$ cat src/rtl/icache_line_fill_if.sv
// Request/fill/bus signal bundle for the ICache line-fill engine.
// master = fill engine view, slave = ICache plus memory-bus view.
interface icache_line_fill_if #(
  parameter int ADDR_W = 32,
  parameter int WORD_W = 32,
  parameter int BEATS  = 4
);
  logic                    req_valid_i;
  logic [ADDR_W-1:0]       req_addr_i;
  logic                    fill_ready_o;
  logic [WORD_W*BEATS-1:0] fill_data_o;
  logic                    fill_err_o;
  logic                    busy_o;
  logic                    bus_req_o;
  logic [ADDR_W-1:0]       bus_addr_o;
  logic                    bus_gnt_i;
  logic                    bus_rvalid_i;
  logic [WORD_W-1:0]       bus_rdata_i;
  logic                    bus_err_i;

  modport master (
    input  req_valid_i, req_addr_i, bus_gnt_i, bus_rvalid_i, bus_rdata_i, bus_err_i,
    output fill_ready_o, fill_data_o, fill_err_o, busy_o, bus_req_o, bus_addr_o
  );

  modport slave (
    output req_valid_i, req_addr_i, bus_gnt_i, bus_rvalid_i, bus_rdata_i, bus_err_i,
    input  fill_ready_o, fill_data_o, fill_err_o, busy_o, bus_req_o, bus_addr_o
  );
endinterface

$ cat src/rtl/icache_line_fill.sv
// ICache refill engine: fetches BEATS words over a single-outstanding bus into one line.
// Define ICACHE_FILL_CRIT_FIRST_EN for critical-word-first beat ordering.
module icache_line_fill #(
  parameter int ADDR_W = 32,
  parameter int WORD_W = 32,
  parameter int BEATS  = 4
) (
  input logic               clk,
  input logic               rst,
  icache_line_fill_if.master io_if
);
  localparam int LINE_W = WORD_W * BEATS;
  localparam int BEAT_W = $clog2(BEATS);
  localparam int OFF_W  = $clog2(BEATS * 4);
  localparam logic [ADDR_W-1:0] LINE_MASK = ~ADDR_W'(BEATS * 4 - 1);

  localparam logic [1:0] S_IDLE = 2'd0;
  localparam logic [1:0] S_REQ  = 2'd1;
  localparam logic [1:0] S_WAIT = 2'd2;
  localparam logic [1:0] S_DONE = 2'd3;

  logic [1:0]        r_state;
  logic [ADDR_W-1:0] r_base;
  logic [BEAT_W-1:0] r_beat;
  logic              r_err;
  logic [LINE_W-1:0] r_data;
  logic [BEAT_W-1:0] w_slot;

`ifdef ICACHE_FILL_CRIT_FIRST_EN
  logic [BEAT_W-1:0] r_w0;

  // Slot index wraps naturally because BEATS is a power of two.
  assign w_slot = r_beat + r_w0;

  always_ff @(posedge clk or posedge rst) begin
    if (rst)
      r_w0 <= '0;
    else if (r_state == S_IDLE && io_if.req_valid_i)
      r_w0 <= io_if.req_addr_i[OFF_W-1:2];
  end
`else
  assign w_slot = r_beat;
`endif

  always_ff @(posedge clk or posedge rst) begin
    if (rst) begin
      r_state <= S_IDLE;
      r_base  <= '0;
      r_beat  <= '0;
      r_err   <= 1'b0;
      r_data  <= '0;
    end else begin
      case (r_state)
        S_IDLE: begin
          if (io_if.req_valid_i) begin
            r_base  <= io_if.req_addr_i & LINE_MASK;
            r_beat  <= '0;
            r_err   <= 1'b0;
            r_state <= S_REQ;
          end
        end
        S_REQ: begin
          if (io_if.bus_gnt_i)
            r_state <= S_WAIT;
        end
        S_WAIT: begin
          if (io_if.bus_rvalid_i) begin
            // Error beats still store their data; the line always completes.
            r_data[w_slot*WORD_W +: WORD_W] <= io_if.bus_rdata_i;
            r_err <= r_err | io_if.bus_err_i;
            if (r_beat == BEAT_W'(BEATS - 1)) begin
              r_state <= S_DONE;
            end else begin
              r_beat  <= r_beat + BEAT_W'(1);
              r_state <= S_REQ;
            end
          end
        end
        S_DONE:  r_state <= S_IDLE;
        default: r_state <= S_IDLE;
      endcase
    end
  end

  // Request/address decode straight from state so an async reset drops them at once.
  assign io_if.bus_req_o    = (r_state == S_REQ);
  assign io_if.bus_addr_o   = r_base + (ADDR_W'(w_slot) << 2);
  assign io_if.busy_o       = (r_state != S_IDLE);
  assign io_if.fill_ready_o = (r_state == S_DONE);
  assign io_if.fill_err_o   = (r_state == S_DONE) & r_err;
  assign io_if.fill_data_o  = r_data;
endmodule

$ cat src/flat_wrapper.sv
// flat-port wrapper written by rule: the top's interface ports become plain ports
module icache_line_fill_flat 
#(
  parameter int ADDR_W = 32,
  parameter int WORD_W = 32,
  parameter int BEATS  = 4
)
  (clk, rst, io_if_req_valid_i, io_if_req_addr_i, io_if_bus_gnt_i, io_if_bus_rvalid_i, io_if_bus_rdata_i, io_if_bus_err_i, io_if_fill_ready_o, io_if_fill_data_o, io_if_fill_err_o, io_if_busy_o, io_if_bus_req_o, io_if_bus_addr_o);
  icache_line_fill_if #(.ADDR_W(ADDR_W), .WORD_W(WORD_W), .BEATS(BEATS)) io_if_i ();
  input logic clk;
  input logic rst;
  input wire logic [$bits(io_if_i.req_valid_i)-1:0] io_if_req_valid_i;
  input wire logic [$bits(io_if_i.req_addr_i)-1:0] io_if_req_addr_i;
  input wire logic [$bits(io_if_i.bus_gnt_i)-1:0] io_if_bus_gnt_i;
  input wire logic [$bits(io_if_i.bus_rvalid_i)-1:0] io_if_bus_rvalid_i;
  input wire logic [$bits(io_if_i.bus_rdata_i)-1:0] io_if_bus_rdata_i;
  input wire logic [$bits(io_if_i.bus_err_i)-1:0] io_if_bus_err_i;
  output wire logic [$bits(io_if_i.fill_ready_o)-1:0] io_if_fill_ready_o;
  output wire logic [$bits(io_if_i.fill_data_o)-1:0] io_if_fill_data_o;
  output wire logic [$bits(io_if_i.fill_err_o)-1:0] io_if_fill_err_o;
  output wire logic [$bits(io_if_i.busy_o)-1:0] io_if_busy_o;
  output wire logic [$bits(io_if_i.bus_req_o)-1:0] io_if_bus_req_o;
  output wire logic [$bits(io_if_i.bus_addr_o)-1:0] io_if_bus_addr_o;
  assign io_if_i.req_valid_i = io_if_req_valid_i;
  assign io_if_i.req_addr_i = io_if_req_addr_i;
  assign io_if_i.bus_gnt_i = io_if_bus_gnt_i;
  assign io_if_i.bus_rvalid_i = io_if_bus_rvalid_i;
  assign io_if_i.bus_rdata_i = io_if_bus_rdata_i;
  assign io_if_i.bus_err_i = io_if_bus_err_i;
  assign io_if_fill_ready_o = io_if_i.fill_ready_o;
  assign io_if_fill_data_o = io_if_i.fill_data_o;
  assign io_if_fill_err_o = io_if_i.fill_err_o;
  assign io_if_busy_o = io_if_i.busy_o;
  assign io_if_bus_req_o = io_if_i.bus_req_o;
  assign io_if_bus_addr_o = io_if_i.bus_addr_o;
  icache_line_fill #(.ADDR_W(ADDR_W), .WORD_W(WORD_W), .BEATS(BEATS)) u_core (.clk(clk), .rst(rst), .io_if(io_if_i));
endmodule
$ cat config.mk
export PLATFORM = sky130hd
export DESIGN_NAME = icache_line_fill_flat
export DESIGN_NICKNAME = d
export VERILOG_FILES = /design/src/rtl/icache_line_fill_if.sv /design/src/rtl/icache_line_fill.sv /design/src/flat_wrapper.sv
export SDC_FILE = /design/constraint.sdc
export NUM_CORES = 1
export LEC_CHECK = 0
export BUFFER_PORTS_ARGS = -buffer_cell sky130_fd_sc_hd__buf_2
export CAP_MARGIN = 40
export CORE_AREA = 4 4 129 131
export CTS_CLUSTER_SIZE = 30
export DETAILED_ROUTE_END_ITERATION = 8
export DIE_AREA = 0 0 133 135
export PLACE_DENSITY_LB_ADDON = 0.08
export SLEW_MARGIN = 20
export SYNTH_ARGS = -nofsm -noshare
export SYNTH_HDL_FRONTEND = slang
export SYNTH_SLANG_ARGS = --single-unit
$ cat constraint.sdc
create_clock -name clk -period 5.5 [get_ports clk]
set_input_delay 0.825 -clock clk [delete_from_list [all_inputs] [get_ports clk]]
set_output_delay 0.825 -clock clk [all_outputs]
set_load 0.02 [all_outputs]
-- After elaboration in Yosys (flattened, before gate mapping)
Index checks and enable logic that the tools add are counted.
- $add $sub $neg: 3
- multiply operators: 0
- div/mod/pow operators: 0
- $lt $le $gt $ge: 0
- equal/unequal tests: 8
- shift operators: 2
- muxes and demuxes: 13
- bitwise logic cells: 2
- reduce and logical (&&, ||, !) cells: 8
- operators by type and width (kind ; count):
    $bwmux W128 ; 1
    $shift A32 B34 Y128 const A ; 1
    $shiftx A32 B34 Y128 ; 1
    $neg A7 Y34 ; 1
    $add A32 B4 Y32 ; 1
    $mux W2 ; 7
    $ne A2 B2 Y1 const B ; 4
    $pmux W2 S4 ; 1
    $eq A2 B2 Y1 const B ; 3
    $reduce_and A3 Y1 ; 2
    $pmux W2 S2 ; 1
    $reduce_and A2 Y1 ; 2
    $reduce_and A4 Y1 ; 1
    $reduce_bool A2 Y1 ; 2
    $add A2 B1 Y2 const B ; 1
    $eq A2 B1 Y1 const B ; 1
    $logic_not A2 Y1 ; 1
    $mux W1 ; 2
    $pmux W1 S2 ; 1
    $and A1 B1 Y1 ; 1
    $or A1 B1 Y1 ; 1
- register bits: 161
- latch bits: 0
- bits in writable memories: 0
- bits in read-only memories: 0
- input bits: 70
- output and inout port bits: 164
- memories: 0

-- Logic depth before layout (Yosys ltp)
- word-level depth: 4
- mapped depth: 6
- depth with buffers taken out: 5

-- Least setup slack after synthesis
No wires, ideal clock.
- kind: register to register
- start: reg u_core.r_beat[0]
- end: reg u_core.r_data[64], in the netlist u_core.io_if.fill_data_o[64]
- arrival time: 1.979 ns
- data required time: 5.434 ns
- path slack: 3.455 ns
- stages on the path, launching flop included: 7
- path buffers: 1
- cell sequence: dfrtp_1 > inv_1 > ha_1 > nand2b_1 > nor4_4 > buf_6 > a22o_1
- cells in the longest elaborated chain, start to end: 3
- elaborated cells on any way between the ends: 4
- those cells by class: add/sub (1); shift (2); mux (1)
- RTL lines (item ; line ; RTL):
    start, declared ; icache_line_fill.sv:24 ; logic [BEAT_W-1:0] r_beat;
    start signal, assigned ; icache_line_fill.sv:74 ; r_beat <= r_beat + BEAT_W'(1);
    $neg A7 Y34 (*) ; icache_line_fill.sv:69 ; r_data[w_slot*WORD_W +: WORD_W] <= io_if.bus_rdata_i;
    $shiftx A32 B34 Y128 or $shift A32 B34 Y128 (tied branches) ; icache_line_fill.sv:69 ;
    $bwmux W128 (*) ; icache_line_fill.sv:69 ;
    end signal, assigned by index ; icache_line_fill.sv:69 ;
    end, declared ; icache_line_fill.sv:26 ; logic [LINE_W-1:0] r_data;
Every way passes the cells marked *; elsewhere a longest branch is shown, timed or not.
A chain may end at the register's enable or synchronous reset.

-- Worst setup path in the final report
- start: reg u_core.r_beat[0]
- end: reg u_core.r_data[26], in the netlist u_core.io_if.fill_data_o[26]
Same word-level chain as after synthesis.

==> results.toml <==
[die]
core_um2 = 15600
num_io_pins = 234
rows = 46
die_x_um = 133
initial_utilization_pct = 39.0
die-height_um = 135
die_area_um2 = 18000

[route]
first_pass_iters = 4
via_per_inst = 5.24
drt-initial-drc-count = 234
ant_nets = 0
routed_wl_mm = 17.3
drc = 0
routedWlPerCell_um = 20.4
vias = 4450

[critical_path]
cpMaxStageDelayCell = "nor4b_4"
cp-start-kind = "flop"
r2r_start = "u_core.r_beat[0]"
crit_chain = "inv_1 > ha_1 > nand4b_4 > nor4b_4 > buf_4 > a22o_1"
critPathTopFamily = "simple AND/OR/NAND/NOR gates"
crit_required_ps = 5850
arrival_ps = 3520
cp.buffers_inverters = 2
critPathMaxStageDelay_ps = 920
cp_max_fo = 33
crit_start = "u_core.r_beat[0]"
crit_path_end_kind = "flop"
critPathKind = "flop to flop"

[global_route]
grt_max_degree = 62
grt_pass1_wl_mm = 26.8
grt_overflow = 0
antenna_found_initial = 0
grt.total_usage_pct = 19.3
grt_pass1_vias = 4609

[yosys]
synth_top_family_by_area = "compound AO/OA/AOI/OAI gates"
seq_area_frac_synth_pct = 66.2
synth_area_per_cell_um2 = 15.3
synthCells = 398
synthAdderAreaFrac_pct = 1.03
synth_compound_area_share_pct = 19.2
yosysWarnings = 0
synth_xor_area_share_pct = 0
synthDistinctLibCells = 30
ys_ff_latch = 161
synth.mux.area_fraction_pct = 5.35
syn-cell-area_um2 = 6080
synth-simple-area-share_pct = 4.55

[clocking]
clock-root-buffer = "clkbuf_16"
h-tree-depth = 4
numCtsBuffers = 17
cts_setup_buffers = 0
holdBufCountCts = 0
cts_max_path_buffers = 2
clkSinkCount = 161
cts_tree = "yes"
ctsResizeCount = 0
path_clk_slew_ps = 60
clk_latency_ps = 420

[placement]
place_congestion = 0.775
pre_cts_slack_ps = 2210
dp_hpwl_mm = 11.7
portBuffers = 227

[power]
p_leak_uw = 0.00435
total_power_uw = 4400
powerDensity_nw_per_um2 = 551
ir_worst_vdd_mv = 0.275

[timing]
period_minus_slack_ps = 3170
slew_headroom_pct = 44.8
whs_ps = 474
final.setup.tns_ps = 0
max_freq_mhz = 315
slew_violations = 0
skew_ps = 5.80
hold_viol = 0
period_share_pct = 57.6
rsz0062_at_grt = "no"
tightest_slew_ps = 824
fin_ws_ps = 2330
setup_viol = 0

[finish]
area_growth_syn_to_layout_pct = 31.3
final_common_cell = "buf_2"
antenna_cells = 0
nNetsFinal = 696
fin_util_pct = 51.2
drive_gt1_share_pct = 48.3
final_cell_mix = "buf_2, dfrtp_1, a22o_1"

[worst_hold_path]
min_path_type = "input pin to async pin"

[job]
max-cap-violations = 0

[status]
outcome = "complete, no violations"
==> Yosys cell counts (all sizes together) <==
| cell type | count | share of area [%] |
|---|---|---|
| dfrtp | 161 | 66 |
| a22o | 128 | 18 |
| nand4b | 4 | 1.6 |
| o211ai | 1 | 0.12 |
| o31ai | 1 | 0.12 |
| or4 | 1 | 0.12 |
| nand2 | 3 | 0.19 |
| buf | 19 | 2.4 |
| mux2i | 1 | 0.16 |
| nor2b | 2 | 0.21 |
| and3 | 1 | 0.10 |
| a31oi | 2 | 0.21 |
| nor3 | 3 | 0.41 |
| inv | 7 | 0.43 |
| nand3b | 1 | 0.12 |
| conb | 1 | 0.062 |
| o21ai | 4 | 0.33 |
| nor4 | 2 | 0.56 |
| mux2 | 28 | 5.2 |
| clkbuf | 12 | 0.74 |
| nand3 | 1 | 0.082 |
| nand2b | 3 | 0.31 |
| nor4b | 1 | 0.39 |
| ha | 5 | 1.0 |
| nor2 | 6 | 0.49 |
==> layout make-up <==
cell class                      count  area [µm²]
Timing Repair Buffer              234        1220
Inverter                            7        31.3
Sequential cell                   161        4030
Multi-Input combinational cell    200        1870
Fill cell                        1410        7610
Tap cell                          216         270
Clock inverter                     13         113
Clock buffer                       19         453
==> path summary, 6_finish.rpt <==
| check | to | slack, ps | cells past startpoint |
|---|---|---|---|
| worst min-delay path | u_core.io_if.fill_data_o[84] | 470 | 2 |
| max in group asynchronous | u_core.r_base[14] | 3630 | 4 |
| min in group clk | u_core.io_if.fill_data_o[113] | 500 | 1 |
| worst max-delay path | u_core.io_if.fill_data_o[26] | 2330 | 6 |
| worst min register to register | u_core.io_if.fill_data_o[113] | 500 | 1 |
| worst max register to register | u_core.io_if.fill_data_o[26] | 2330 | 6 |
==> state kept, by name, indices dropped and copies added (netlist names) <==
name / cells
u_core.io_if.fill_data_o: 128
u_core.r_base: 28
u_core.r_beat: 2
u_core.r_err: 1
u_core.r_state: 2
==> per-stage QoR <==
stage	area, µm²	std cells
3_5_place_dp	7420	818
4_1_cts	7990	850
2_1_floorplan	6090	399
5_1_grt	7990	850
6_report	7990	850
3_3_place_gp	7360	814
==> cell families (layout without fill, tap and decap cells) <==
family | count (synthesis) | count (layout)
muxes | 29 | 29
adders and majority gates | 5 | 5
DFF | 161 | 161
AOI/OAI and AO/OA | 136 | 136
other | 1 | 2
buffers and inverters | 38 | 273
and+or+nand+nor | 28 | 28
==> report_power, final <==
group	total (µW)	leakage (µW)	internal, µW	switching, µW
Combinational	1510	0.00191	610	905
Clock	1120	0.000275	645	473
Sequential	1770	0.00216	1540	227
Total	4400	0.00435	2800	1610
==> per-layer routing <==
metal	GRT usage (%)	part of all wire [%]	wire length (µm)
met5	0	0	0
met4	6.81	1.9	333
met3	4.47	5.7	989
met2	30.5	49	8550
met1	26.2	43	7450
Power figures use the tool's default switching activity.
